$ cat src/rtl/da_mac_if.sv
// -----------------------------------------------------------------------------
// da_mac_if
// Streaming handshake bundle for the bit-serial DA sum-of-products engine.
//   in_valid  : producer -> engine, x_in holds a valid sample set
//   in_ready  : engine -> producer, sample set accepted this cycle
//   x_in      : producer -> engine, packed samples, x[k] = x_in[k*XW +: XW]
//   out_valid : engine -> consumer, y holds a valid result
//   out_ready : consumer -> engine, consumer takes y this cycle
//   y         : engine -> consumer, signed result, YW bits
//   busy      : engine status, high while an operation is in flight
// Modports: master = producer/consumer side, slave = engine side.
// -----------------------------------------------------------------------------
interface da_mac_if #(
  parameter int TAPS = 3,
  parameter int XW   = 3,
  parameter int CW   = 4,
  localparam int YW  = CW + XW + $clog2(TAPS) + 1
);
  logic                 in_valid;
  logic                 in_ready;
  logic [TAPS*XW-1:0]   x_in;
  logic                 out_valid;
  logic                 out_ready;
  logic [YW-1:0]        y;
  logic                 busy;

  modport master (
    output in_valid, x_in, out_ready,
    input  in_ready, out_valid, y, busy
  );

  modport slave (
    input  in_valid, x_in, out_ready,
    output in_ready, out_valid, y, busy
  );
endinterface

$ cat src/rtl/da_mac_fsm.sv
// -----------------------------------------------------------------------------
// da_mac_fsm
// Bit-serial distributed-arithmetic sum-of-products: y = sum_k C[k]*x[k].
// One bit-plane per clock, LSB first; XW cycles per result. Coefficients are
// fixed at elaboration and the partial-product table is formed from them as a
// small combinational adder over the current bit-plane.
// Ports:
//   clk   : clock, rising edge
//   reset : asynchronous, active-high
//   bus   : da_mac_if.slave (in_valid/in_ready/x_in, out_valid/out_ready/y, busy)
// -----------------------------------------------------------------------------
module da_mac_fsm #(
  parameter int                 TAPS   = 3,
  parameter int                 XW     = 3,
  parameter int                 CW     = 4,
  parameter logic [TAPS*CW-1:0] COEFFS = {4'd1, 4'd3, 4'd2},
  parameter int                 SIGNED = 1,
  localparam int                YW     = CW + XW + $clog2(TAPS) + 1
) (
  input  logic      clk,
  input  logic      reset,
  da_mac_if.slave   bus
);

  // Table output width: enough for the sum of TAPS signed coefficients.
  localparam int TW   = CW + $clog2(TAPS) + 1;
  localparam int CNTW = $clog2(XW);

  typedef enum logic [1:0] {
    ST_IDLE = 2'd0,
    ST_RUN  = 2'd1,
    ST_DONE = 2'd2
  } state_t;

  state_t                 r_state;
  logic [XW-1:0]          r_x [TAPS];
  logic signed [YW-1:0]   r_acc;
  logic signed [YW-1:0]   r_y;
  logic [CNTW-1:0]        r_cnt;
  logic                   r_in_ready;
  logic                   r_out_valid;
  logic                   r_busy;

  logic                   w_accept;
  logic                   w_consume;
  logic                   w_last;
  logic [TAPS-1:0]        w_addr;
  logic signed [TW-1:0]   w_coef [TAPS];
  logic signed [TW-1:0]   w_lut;
  logic signed [YW-1:0]   w_term;
  logic signed [YW-1:0]   w_acc_next;

  assign w_accept  = (r_state == ST_IDLE) && r_in_ready && bus.in_valid;
  assign w_consume = (r_state == ST_DONE) && r_out_valid && bus.out_ready;
  assign w_last    = (r_cnt == CNTW'(XW - 1));

  // Per-tap: sign-extended coefficient, table address bit, and the
  // sample shift register (LSB is the current bit-plane).
  generate
    for (genvar gi = 0; gi < TAPS; gi++) begin : g_tap
      localparam logic [CW-1:0] C_K = COEFFS[gi*CW +: CW];

      assign w_coef[gi] = {{(TW-CW){C_K[CW-1]}}, C_K};
      assign w_addr[gi] = r_x[gi][0];

      always_ff @(posedge clk or posedge reset) begin
        if (reset) begin
          r_x[gi] <= '0;
        end else if (w_accept) begin
          r_x[gi] <= bus.x_in[gi*XW +: XW];
        end else if (r_state == ST_RUN) begin
          r_x[gi] <= r_x[gi] >> 1;
        end
      end
    end
  endgenerate

  // Partial-product table: sum of coefficients whose address bit is set.
  always_comb begin
    w_lut = '0;
    for (int k = 0; k < TAPS; k++) begin
      if (w_addr[k]) begin
        w_lut = w_lut + w_coef[k];
      end
    end
  end

  // Weight the table output by 2^j; the MSB plane of a two's-complement
  // input carries negative weight, so it is subtracted instead of added.
  assign w_term     = {{(YW-TW){w_lut[TW-1]}}, w_lut} << r_cnt;
  assign w_acc_next = ((SIGNED != 0) && w_last) ? (r_acc - w_term)
                                                : (r_acc + w_term);

  always_ff @(posedge clk or posedge reset) begin
    if (reset) begin
      r_state     <= ST_IDLE;
      r_acc       <= '0;
      r_y         <= '0;
      r_cnt       <= '0;
      r_in_ready  <= 1'b1;
      r_out_valid <= 1'b0;
      r_busy      <= 1'b0;
    end else begin
      case (r_state)
        ST_IDLE: begin
          if (w_accept) begin
            r_acc      <= '0;
            r_cnt      <= '0;
            r_in_ready <= 1'b0;
            r_busy     <= 1'b1;
            r_state    <= ST_RUN;
          end
        end

        ST_RUN: begin
          r_acc <= w_acc_next;
          r_cnt <= r_cnt + 1'b1;
          if (w_last) begin
            r_y         <= w_acc_next;
            r_out_valid <= 1'b1;
            r_cnt       <= '0;
            r_state     <= ST_DONE;
          end
        end

        ST_DONE: begin
          // Release to IDLE only; a new set is taken no earlier than the
          // following cycle, so there is no accept/consume bypass.
          if (w_consume) begin
            r_out_valid <= 1'b0;
            r_in_ready  <= 1'b1;
            r_busy      <= 1'b0;
            r_state     <= ST_IDLE;
          end
        end

        default: begin
          r_state     <= ST_IDLE;
          r_in_ready  <= 1'b1;
          r_out_valid <= 1'b0;
          r_busy      <= 1'b0;
        end
      endcase
    end
  end

  assign bus.in_ready  = r_in_ready;
  assign bus.out_valid = r_out_valid;
  assign bus.y         = r_y;
  assign bus.busy      = r_busy;

endmodule
$ cat src/flat_wrapper.sv
// flat-port wrapper written by rule: the top's interface ports become plain ports
module da_mac_fsm_flat 
#(
  parameter int                 TAPS   = 3,
  parameter int                 XW     = 3,
  parameter int                 CW     = 4,
  parameter logic [TAPS*CW-1:0] COEFFS = {4'd1, 4'd3, 4'd2},
  parameter int                 SIGNED = 1,
  localparam int                YW     = CW + XW + $clog2(TAPS) + 1
)
  (clk, reset, bus_in_valid, bus_x_in, bus_out_ready, bus_in_ready, bus_out_valid, bus_y, bus_busy);
  da_mac_if #(.TAPS(TAPS), .XW(XW), .CW(CW)) bus_i ();
  input  logic clk;
  input  logic reset;
  input wire logic [$bits(bus_i.in_valid)-1:0] bus_in_valid;
  input wire logic [$bits(bus_i.x_in)-1:0] bus_x_in;
  input wire logic [$bits(bus_i.out_ready)-1:0] bus_out_ready;
  output wire logic [$bits(bus_i.in_ready)-1:0] bus_in_ready;
  output wire logic [$bits(bus_i.out_valid)-1:0] bus_out_valid;
  output wire logic [$bits(bus_i.y)-1:0] bus_y;
  output wire logic [$bits(bus_i.busy)-1:0] bus_busy;
  assign bus_i.in_valid = bus_in_valid;
  assign bus_i.x_in = bus_x_in;
  assign bus_i.out_ready = bus_out_ready;
  assign bus_in_ready = bus_i.in_ready;
  assign bus_out_valid = bus_i.out_valid;
  assign bus_y = bus_i.y;
  assign bus_busy = bus_i.busy;
  da_mac_fsm #(.TAPS(TAPS), .XW(XW), .CW(CW), .COEFFS(COEFFS), .SIGNED(SIGNED)) u_core (.clk(clk), .reset(reset), .bus(bus_i));
endmodule
$ cat config.mk
export PLATFORM = sky130hd
export DESIGN_NAME = da_mac_fsm_flat
export DESIGN_NICKNAME = d
export VERILOG_FILES = /design/src/rtl/da_mac_if.sv /design/src/rtl/da_mac_fsm.sv /design/src/flat_wrapper.sv
export SDC_FILE = /design/constraint.sdc
export NUM_CORES = 1
export LEC_CHECK = 0
export CAP_MARGIN = 20
export CORE_MARGIN = 2
export CORE_UTILIZATION = 45
export DETAILED_ROUTE_END_ITERATION = 10
export HOLD_SLACK_MARGIN = 0.1
export PLACE_DENSITY = 0.73
export SLEW_MARGIN = 30
export SYNTH_ARGS = -nofsm -noshare
export SYNTH_HDL_FRONTEND = slang
export SYNTH_SLANG_ARGS = --single-unit
$ cat constraint.sdc
create_clock -name clk -period 4.8 [get_ports clk]
set_input_delay 1.2 -clock clk [delete_from_list [all_inputs] [get_ports clk]]
set_output_delay 1.2 -clock clk [all_outputs]
set_load 0.05 [all_outputs]
==> implementation parameters, run 1 <==
Parameter                              Value

Run status
  Status ... finished clean

Route
  ANT nets after route ... 0
  WL/cell ... 13.2 um
  Drt first pass iters ... 4
  Vias per std cell ... 5.28
  Final WL ... 4590 um
  Post-route DRC violation count ... 0
  Number of vias after detailed routing ... 1,839
  1st-iter DRT viols ... 114

STA
  Final min period ... 3880 ps
  Count of endpoints failing setup in the final report ... 0
  Final Hold Vio Count ... 0
  Final clock period utilization by the worst path ... 0.809
  Worst Tran Pin Value ... 950 ps
  Final count of pins violating max slew ... 0
  Setup TNS ... 0 ps
  Max Clock Skew ... 12.5 ps
  Normalized max-slew margin ... 0.364
  Peak clock frequency supported by timing ... 257 MHz
  Setup repair after global routing missed its margin ... no

Clock network
  Count of clock tree sinks ... 36
  Clock slew at the register clock pins of the worst setup and hold paths ... 70 ps
  Clock latency on the worst-skew pair ... 290 ps
  Number of post-CTS setup repair buffers ... 0
  CTS Root Buffer Type ... sky130_fd_sc_hd__clkbuf_8
  Num CTS Buffers ... 5
  Count of instances resized after the clock tree is built ... 0
  CTS H-Tree Depth ... 2
  CTS tree ... built
  Post-CTS Hold Buffers ... 0
  CTS Buffer Depth ... 2

Finish
  Fraction of final layout cells with drive strength greater than 1 ... 0.103
  Filler Cell Count ... 449
  Area used by multi-input combinational logic ... 1260 sq um
  Area occupied by registers ... 902 sq um
  Area growth from synthesis to layout ... 17.2%
  Net total in the final layout ... 306
  Antenna cells ... 0

Global routing
  Number of antenna violations at the first check in global routing ... 0
  Overall global routing resource usage ... 0.184
  Global-route wire length before repair ... 7900 um
  Pin count of the biggest net entering global routing ... 26
  Via count of the first global-routing pass ... 1,696
  Leftover overflow at the end of global routing ... 0

Synth
  Mapped Cells ... 258
  Synthesis-stage register bit count ... 36
  Area share of the leading cell type in the synthesized netlist ... 0.384
  Number of different library cells in the post-synthesis netlist ... 56
  Cell type with the largest total area after synthesis ... sky130_fd_sc_hd__dfrtp_1
  Leading register cell type out of synthesis ... sky130_fd_sc_hd__dfrtp_1
  Share of the yosys chip area belonging to registers ... 0.396
  Share of flip-flops with an asynchronous set or reset ... 1.00
  Cell types with the largest area share after synthesis ... sky130_fd_sc_hd__dfrtp_1 38%, sky130_fd_sc_hd__nand2_1 7.9%, sky130_fd_sc_hd__ha_1 6.6%
  Number of warning messages in the yosys log ... 0
  Post-Synthesis Mean Instance Area ... 8.84 sq um
  Post-synth design cell area ... 2280 sq um
  Number of enable-type register cells in the synthesized netlist ... 0
  Cell types with the highest counts after synthesis ... 48 x sky130_fd_sc_hd__nand2_1, 35 x sky130_fd_sc_hd__dfrtp_1, 26 x sky130_fd_sc_hd__o21ai_0
  Synthesized net count ... 284
  Leading cell type by number of instances after synthesis ... sky130_fd_sc_hd__nand2_1

Die
  Standard-cell row count ... 25
  X dimension of the die ... 75.2 um
  Starting Density ... 0.474
  Number of placed I/O pins ... 26
  DIE AREA ... 5650 sq um
  Core ar. ... 4820 sq um
  Chip Height ... 75.2 um

Worst setup path
  WP data required ... 5010 ps
  Crit. End Element ... flop
  Top fanout value on the critical path ... 10
  Type of the worst setup path ... flop to flop
  Data arrival, critical path ... 4100 ps
  CP Launch Type ... flop

Placement
  Detailed Place HPWL ... 3310 um
  Weighted congestion at the end of routability-driven global placement ... 0.848
  Count of buffers inserted at the top-level ports ... 25

Worst hold path
  Min-Delay Path Class ... flop to flop

Job
  Max-cap violations ... 0
cell usage in the layout (no fill, tap or decap), types with 3 or more instances in the layout:
| cell | Yosys | routed |
|---|---|---|
| sky130_fd_sc_hd__a21oi_1 | 9 | 9 |
| sky130_fd_sc_hd__a22oi_1 | 6 | 6 |
| sky130_fd_sc_hd__clkbuf_8 | 0 | 6 |
| sky130_fd_sc_hd__clkdlybuf4s50_1 | 0 | 25 |
| sky130_fd_sc_hd__dfrtp_1 | 35 | 35 |
| sky130_fd_sc_hd__ha_1 | 12 | 12 |
| sky130_fd_sc_hd__inv_1 | 17 | 17 |
| sky130_fd_sc_hd__mux2_2 | 3 | 3 |
| sky130_fd_sc_hd__nand2_1 | 48 | 48 |
| sky130_fd_sc_hd__nand2b_1 | 3 | 3 |
| sky130_fd_sc_hd__nor2_1 | 16 | 16 |
| sky130_fd_sc_hd__nor2b_1 | 5 | 4 |
| sky130_fd_sc_hd__nor3_1 | 4 | 4 |
| sky130_fd_sc_hd__o21a_1 | 4 | 4 |
| sky130_fd_sc_hd__o21ai_0 | 26 | 26 |
| sky130_fd_sc_hd__o22ai_1 | 4 | 4 |
| sky130_fd_sc_hd__o32ai_1 | 3 | 3 |
| sky130_fd_sc_hd__xnor2_1 | 8 | 8 |
kinds of logic (layout without fill, tap and decap cells):
group           count (synthesis)  after routing  share of synthesized area
fa+ha+maj                      13             13                     0.0746
flops                          36             36                      0.396
compound gates                 77             77                      0.233
mux                             5              5                     0.0236
buf+inv                        29             52                     0.0538
xor+xnor                       10             10                     0.0417
simple gates                   88             88                      0.178
layer usage:
metal / vias to the layer above / track usage / part of all wire
met3: 8 / 0.0361 / 0.030
met5: - / 0 / 0
met1: 858 / 0.264 / 0.49
met2: 33 / 0.275 / 0.46
li1: 940 / - / -
met4: 0 / 0.0741 / 0.015
flip-flops by register name (all words and copies together), names as in the netlist:
name and cells:
u_core.bus.y 10, u_core.r_acc 10, u_core.r_x 9, u_core.r_cnt 2, u_core.r_state 2, u_core.bus.busy 1
u_core.bus.in_ready 1, u_core.bus.out_valid 1
worst max-delay path, cell delays in order (launching register included):
cell and delay (ps):
sky130_fd_sc_hd__dfrtp_1 520, sky130_fd_sc_hd__ha_1 440, sky130_fd_sc_hd__and3b_4 240, sky130_fd_sc_hd__a221oi_4 270
sky130_fd_sc_hd__nand2_1 100, sky130_fd_sc_hd__ha_1 230, sky130_fd_sc_hd__inv_1 100, sky130_fd_sc_hd__xnor2_1 120
sky130_fd_sc_hd__nor2_1 50, sky130_fd_sc_hd__a21oi_1 140, sky130_fd_sc_hd__ha_1 280, sky130_fd_sc_hd__o21a_1 200
sky130_fd_sc_hd__o31a_1 130, sky130_fd_sc_hd__o31a_1 290, sky130_fd_sc_hd__o21ai_2 190, sky130_fd_sc_hd__xnor2_1 100
sky130_fd_sc_hd__or3_1 310, sky130_fd_sc_hd__o21ai_1 80
metrics by stage:
step                hold slack [ps]  instances  worst slack [ps]  area (sq um)   util
floorplan                       446        258              1370          2280      -
global placement                462        340               995          2580  0.535
detailed placement              471        340               915          2580  0.535
CTS                             486        348               916          2670  0.555
global route                    515        348               593          2670  0.555
finish                          481        348               915          2670  0.555
layout make-up:
class | instances | share of cell area
clock buffers | 7 | 0.0323
clock inverters | 1 | 0.00281
inverters | 17 | 0.0239
multi-input cells | 193 | 0.473
flip-flops and latches | 36 | 0.337
well taps | 67 | 0.0314
repair buffers | 27 | 0.0992
worst paths after layout:
check	slack, ps	from	end	depth (start not counted)
setup / recovery	920	u_core.r_x[3]	u_core.r_acc[9]	17
hold / removal	480	u_core.r_x[1]	u_core.r_x[1]	2
setup reg to reg	920	u_core.r_x[3]	u_core.r_acc[9]	17
hold reg to reg	480	u_core.r_x[1]	u_core.r_x[1]	2
max in group asynchronous	2850	reset	u_core.bus.in_ready	3
min in group asynchronous	1210	reset	u_core.r_x[4]	2
Power of run 1 is left out: the tool's default activity adds up to more than one toggle a clock period on the data nets, which glitch-free logic cannot reach.
==> run 2: changes to the inputs <==
==> constraint.sdc (replaced) <==
create_clock -name clk -period 3.9 [get_ports clk]
set_input_delay 0.975 -clock clk [delete_from_list [all_inputs] [get_ports clk]]
set_output_delay 0.975 -clock clk [all_outputs]
set_load 0.05 [all_outputs]
==> implementation parameters, run 2 (synthesis gave the netlist of run 1 again) <==
Parameter                              Value

Run status
  Status ... finished clean (unchanged)

Clock network
  Clock latency on the worst-skew pair ... 290 ps (about the same)
  Num CTS Buffers ... 5 (unchanged)
  Clock slew at the register clock pins of the worst setup and hold paths ... 70 ps (about the same)
  CTS H-Tree Depth ... 2 (unchanged)
  CTS Root Buffer Type ... sky130_fd_sc_hd__clkbuf_8 (unchanged)
  CTS tree ... built (unchanged)
  CTS Buffer Depth ... 2 (unchanged)
  Count of clock tree sinks ... 36 (unchanged)

Route
  Vias per std cell ... 5.50 (was 5.28)
  ANT nets after route ... 0 (unchanged)
  WL/cell ... 13.8 um (was 13.2 um)
  Number of vias after detailed routing ... 1,948 (was 1,839)
  1st-iter DRT viols ... 124 (was 114)
  Drt first pass iters ... 4 (unchanged)
  Final WL ... 4890 um (was 4590 um)
  Post-route DRC violation count ... 0 (unchanged)

Finish
  Area growth from synthesis to layout ... 21.4% (was 17.2%)
  Antenna cells ... 0 (unchanged)
  Most common cell after layout, fill and taps aside ... sky130_fd_sc_hd__nand2_1 (unchanged)
  Commonest non-fill, non-tap cells in the layout ... 48 x sky130_fd_sc_hd__nand2_1, 34 x sky130_fd_sc_hd__dfrtp_1, 25 x sky130_fd_sc_hd__clkdlybuf4s50_1, 24 x sky130_fd_sc_hd__o21ai_0, 17 x sky130_fd_sc_hd__inv_1 (was 48 x sky130_fd_sc_hd__nand2_1, 35 x sky130_fd_sc_hd__dfrtp_1, 26 x sky130_fd_sc_hd__o21ai_0, 25 x sky130_fd_sc_hd__clkdlybuf4s50_1, 17 x sky130_fd_sc_hd__inv_1)
  Net total in the final layout ... 312 (was 306)
  Share of the core filled with cells ... 0.575 (was 0.555)
  Final Instance Count excl. Fillers ... 354 (was 348)
  Fraction of final layout cells with drive strength greater than 1 ... 0.136 (was 0.103)
  Filler Cell Count ... 452 (was 449)

STA
  Worst slack on hold paths ... 481 ps (about the same)
  Worst Tran Pin Value ... 867 ps (was 950 ps)
  Count of endpoints failing setup in the final report ... 0 (unchanged)
  Max Clock Skew ... 3.48 ps (was 12.5 ps)
  Normalized max-slew margin ... 0.420 (was 0.364)
  Setup TNS ... 0 ps (unchanged)
  Final count of pins violating max slew ... 0 (unchanged)
  Peak clock frequency supported by timing ... 270 MHz (was 257 MHz)
  Final Hold Vio Count ... 0 (unchanged)
  Final min period ... 3700 ps (was 3880 ps)
  Final clock period utilization by the worst path ... 0.948 (was 0.809)

Worst setup path
  CP Launch Type ... flop (unchanged)
  Critical path cell sequence ... inv_1, ha_4, and3b_4, a221oi_4, nand2_1, ha_1, inv_1, xnor2_1, nor2_1, a21oi_1, ha_1, o21a_1, o31a_1, o31a_1, o21ai_2, xnor2_1, or3_1, o21ai_1 (was ha_1, and3b_4, a221oi_4, nand2_1, ha_1, inv_1, xnor2_1, nor2_1, a21oi_1, ha_1, o21a_1, o31a_1, o31a_1, o21ai_2, xnor2_1, or3_1, o21ai_1)
  Crit. End Element ... flop (unchanged)
  WP data required ... 4120 ps (was 5010 ps)
  Top fanout value on the critical path ... 7 (was 10)
  Type of the worst setup path ... flop to flop (unchanged)
  CP max stage delay ... 360 ps (was 520 ps)
  Data arrival, critical path ... 3920 ps (was 4100 ps)
  Cell with the largest stage delay on the worst path ... sky130_fd_sc_hd__dfrtp_1 (unchanged)

Global routing
  Via count of the first global-routing pass ... 1,855 (was 1,696)
  Busiest layer in global routing ... met2 (unchanged)
  Global-route wire length before repair ... 8280 um (was 7900 um)
  Pin count of the biggest net entering global routing ... 37 (was 26)
  Overall global routing resource usage ... 0.193 (was 0.184)
  Leftover overflow at the end of global routing ... 0 (unchanged)
  Met1 usage in global routing ... 0.257 (was 0.264)
  Number of antenna violations at the first check in global routing ... 0 (unchanged)
  Met2 track utilization from global routing ... 0.315 (was 0.275)
  Global-route track usage on met3 ... 0.0361 (unchanged)

Placement
  Detailed Place HPWL ... 3430 um (was 3310 um)
  Placed Cells incl. Taps ... 344 (was 340)
  Weighted congestion at the end of routability-driven global placement ... 0.854 (was 0.848)
  Count of buffers inserted at the top-level ports ... 25 (unchanged)

Die
  Number of placed I/O pins ... 26 (unchanged)
  Core ar. ... 4820 sq um (unchanged)
  Chip Height ... 75.2 um (unchanged)
  Standard-cell row count ... 25 (unchanged)
  DIE AREA ... 5650 sq um (unchanged)
  X dimension of the die ... 75.2 um (unchanged)
  Starting Density ... 0.474 (unchanged)

Worst hold path
  Min-Delay Path Class ... flop to flop (unchanged)

Job
  Max-cap violations ... 0 (unchanged)
[run 2: worst max-delay path, delay by kind of cell, from the launching register on]
kind,cells,cell delay (ps)
buf+inv,2,200
fa+ha+maj,3,820
compound gates,7,1330
xor+xnor,2,230
simple gates,4,690
flops,1,360
[run 2: final timing paths]
kind	from	end	slack, ps	cells after the start
worst max-delay path	u_core.r_x[6]	u_core.r_acc[9]	200	18
worst min-delay path	u_core.bus.y[1]	u_core.bus.y[1]	480	2
worst max register to register	u_core.r_x[6]	u_core.r_acc[9]	200	18
worst min register to register	u_core.bus.y[1]	u_core.bus.y[1]	480	2
max in group asynchronous	reset	u_core.r_x[0]	2480	3
min in group asynchronous	reset	u_core.bus.busy	1080	3
[run 2: what timing repair did]
action                                  in CTS  in global routing
resized for setup                            0                  7
buffers inserted                             0                  2
hold buffers                                 0                  0
hold endpoints to repair                     0                  0
endpoints found under the setup margin       0                  5
[run 2: area by class of cell]
type                       instances  area, sq um  area share
timing repair buffer              33          310       0.112
sequential                        36          903       0.326
multi-input combinational        193         1280       0.463
clock buffer                       7         96.3      0.0348
clock inverter                     1         30.0      0.0108
inverter                          17         63.8      0.0230
tap                               67         83.8      0.0303
[run 2: per-layer routing]
layer,vias up,share of wire
met3,6,0.029
met2,38,0.50
met5,-,0
met4,0,0.016
met1,948,0.46
li1,956,-
[run 2: per-stage QoR]
step                setup slack (ps)  instance area [sq um]
floorplan                        469                   2280
global placement                 297                   2610
detailed placement               138                   2610
CTS                             80.9                   2730
global route                   -1.72                   2770
finish                           202                   2770
Power of run 2 is left out for the same reason.
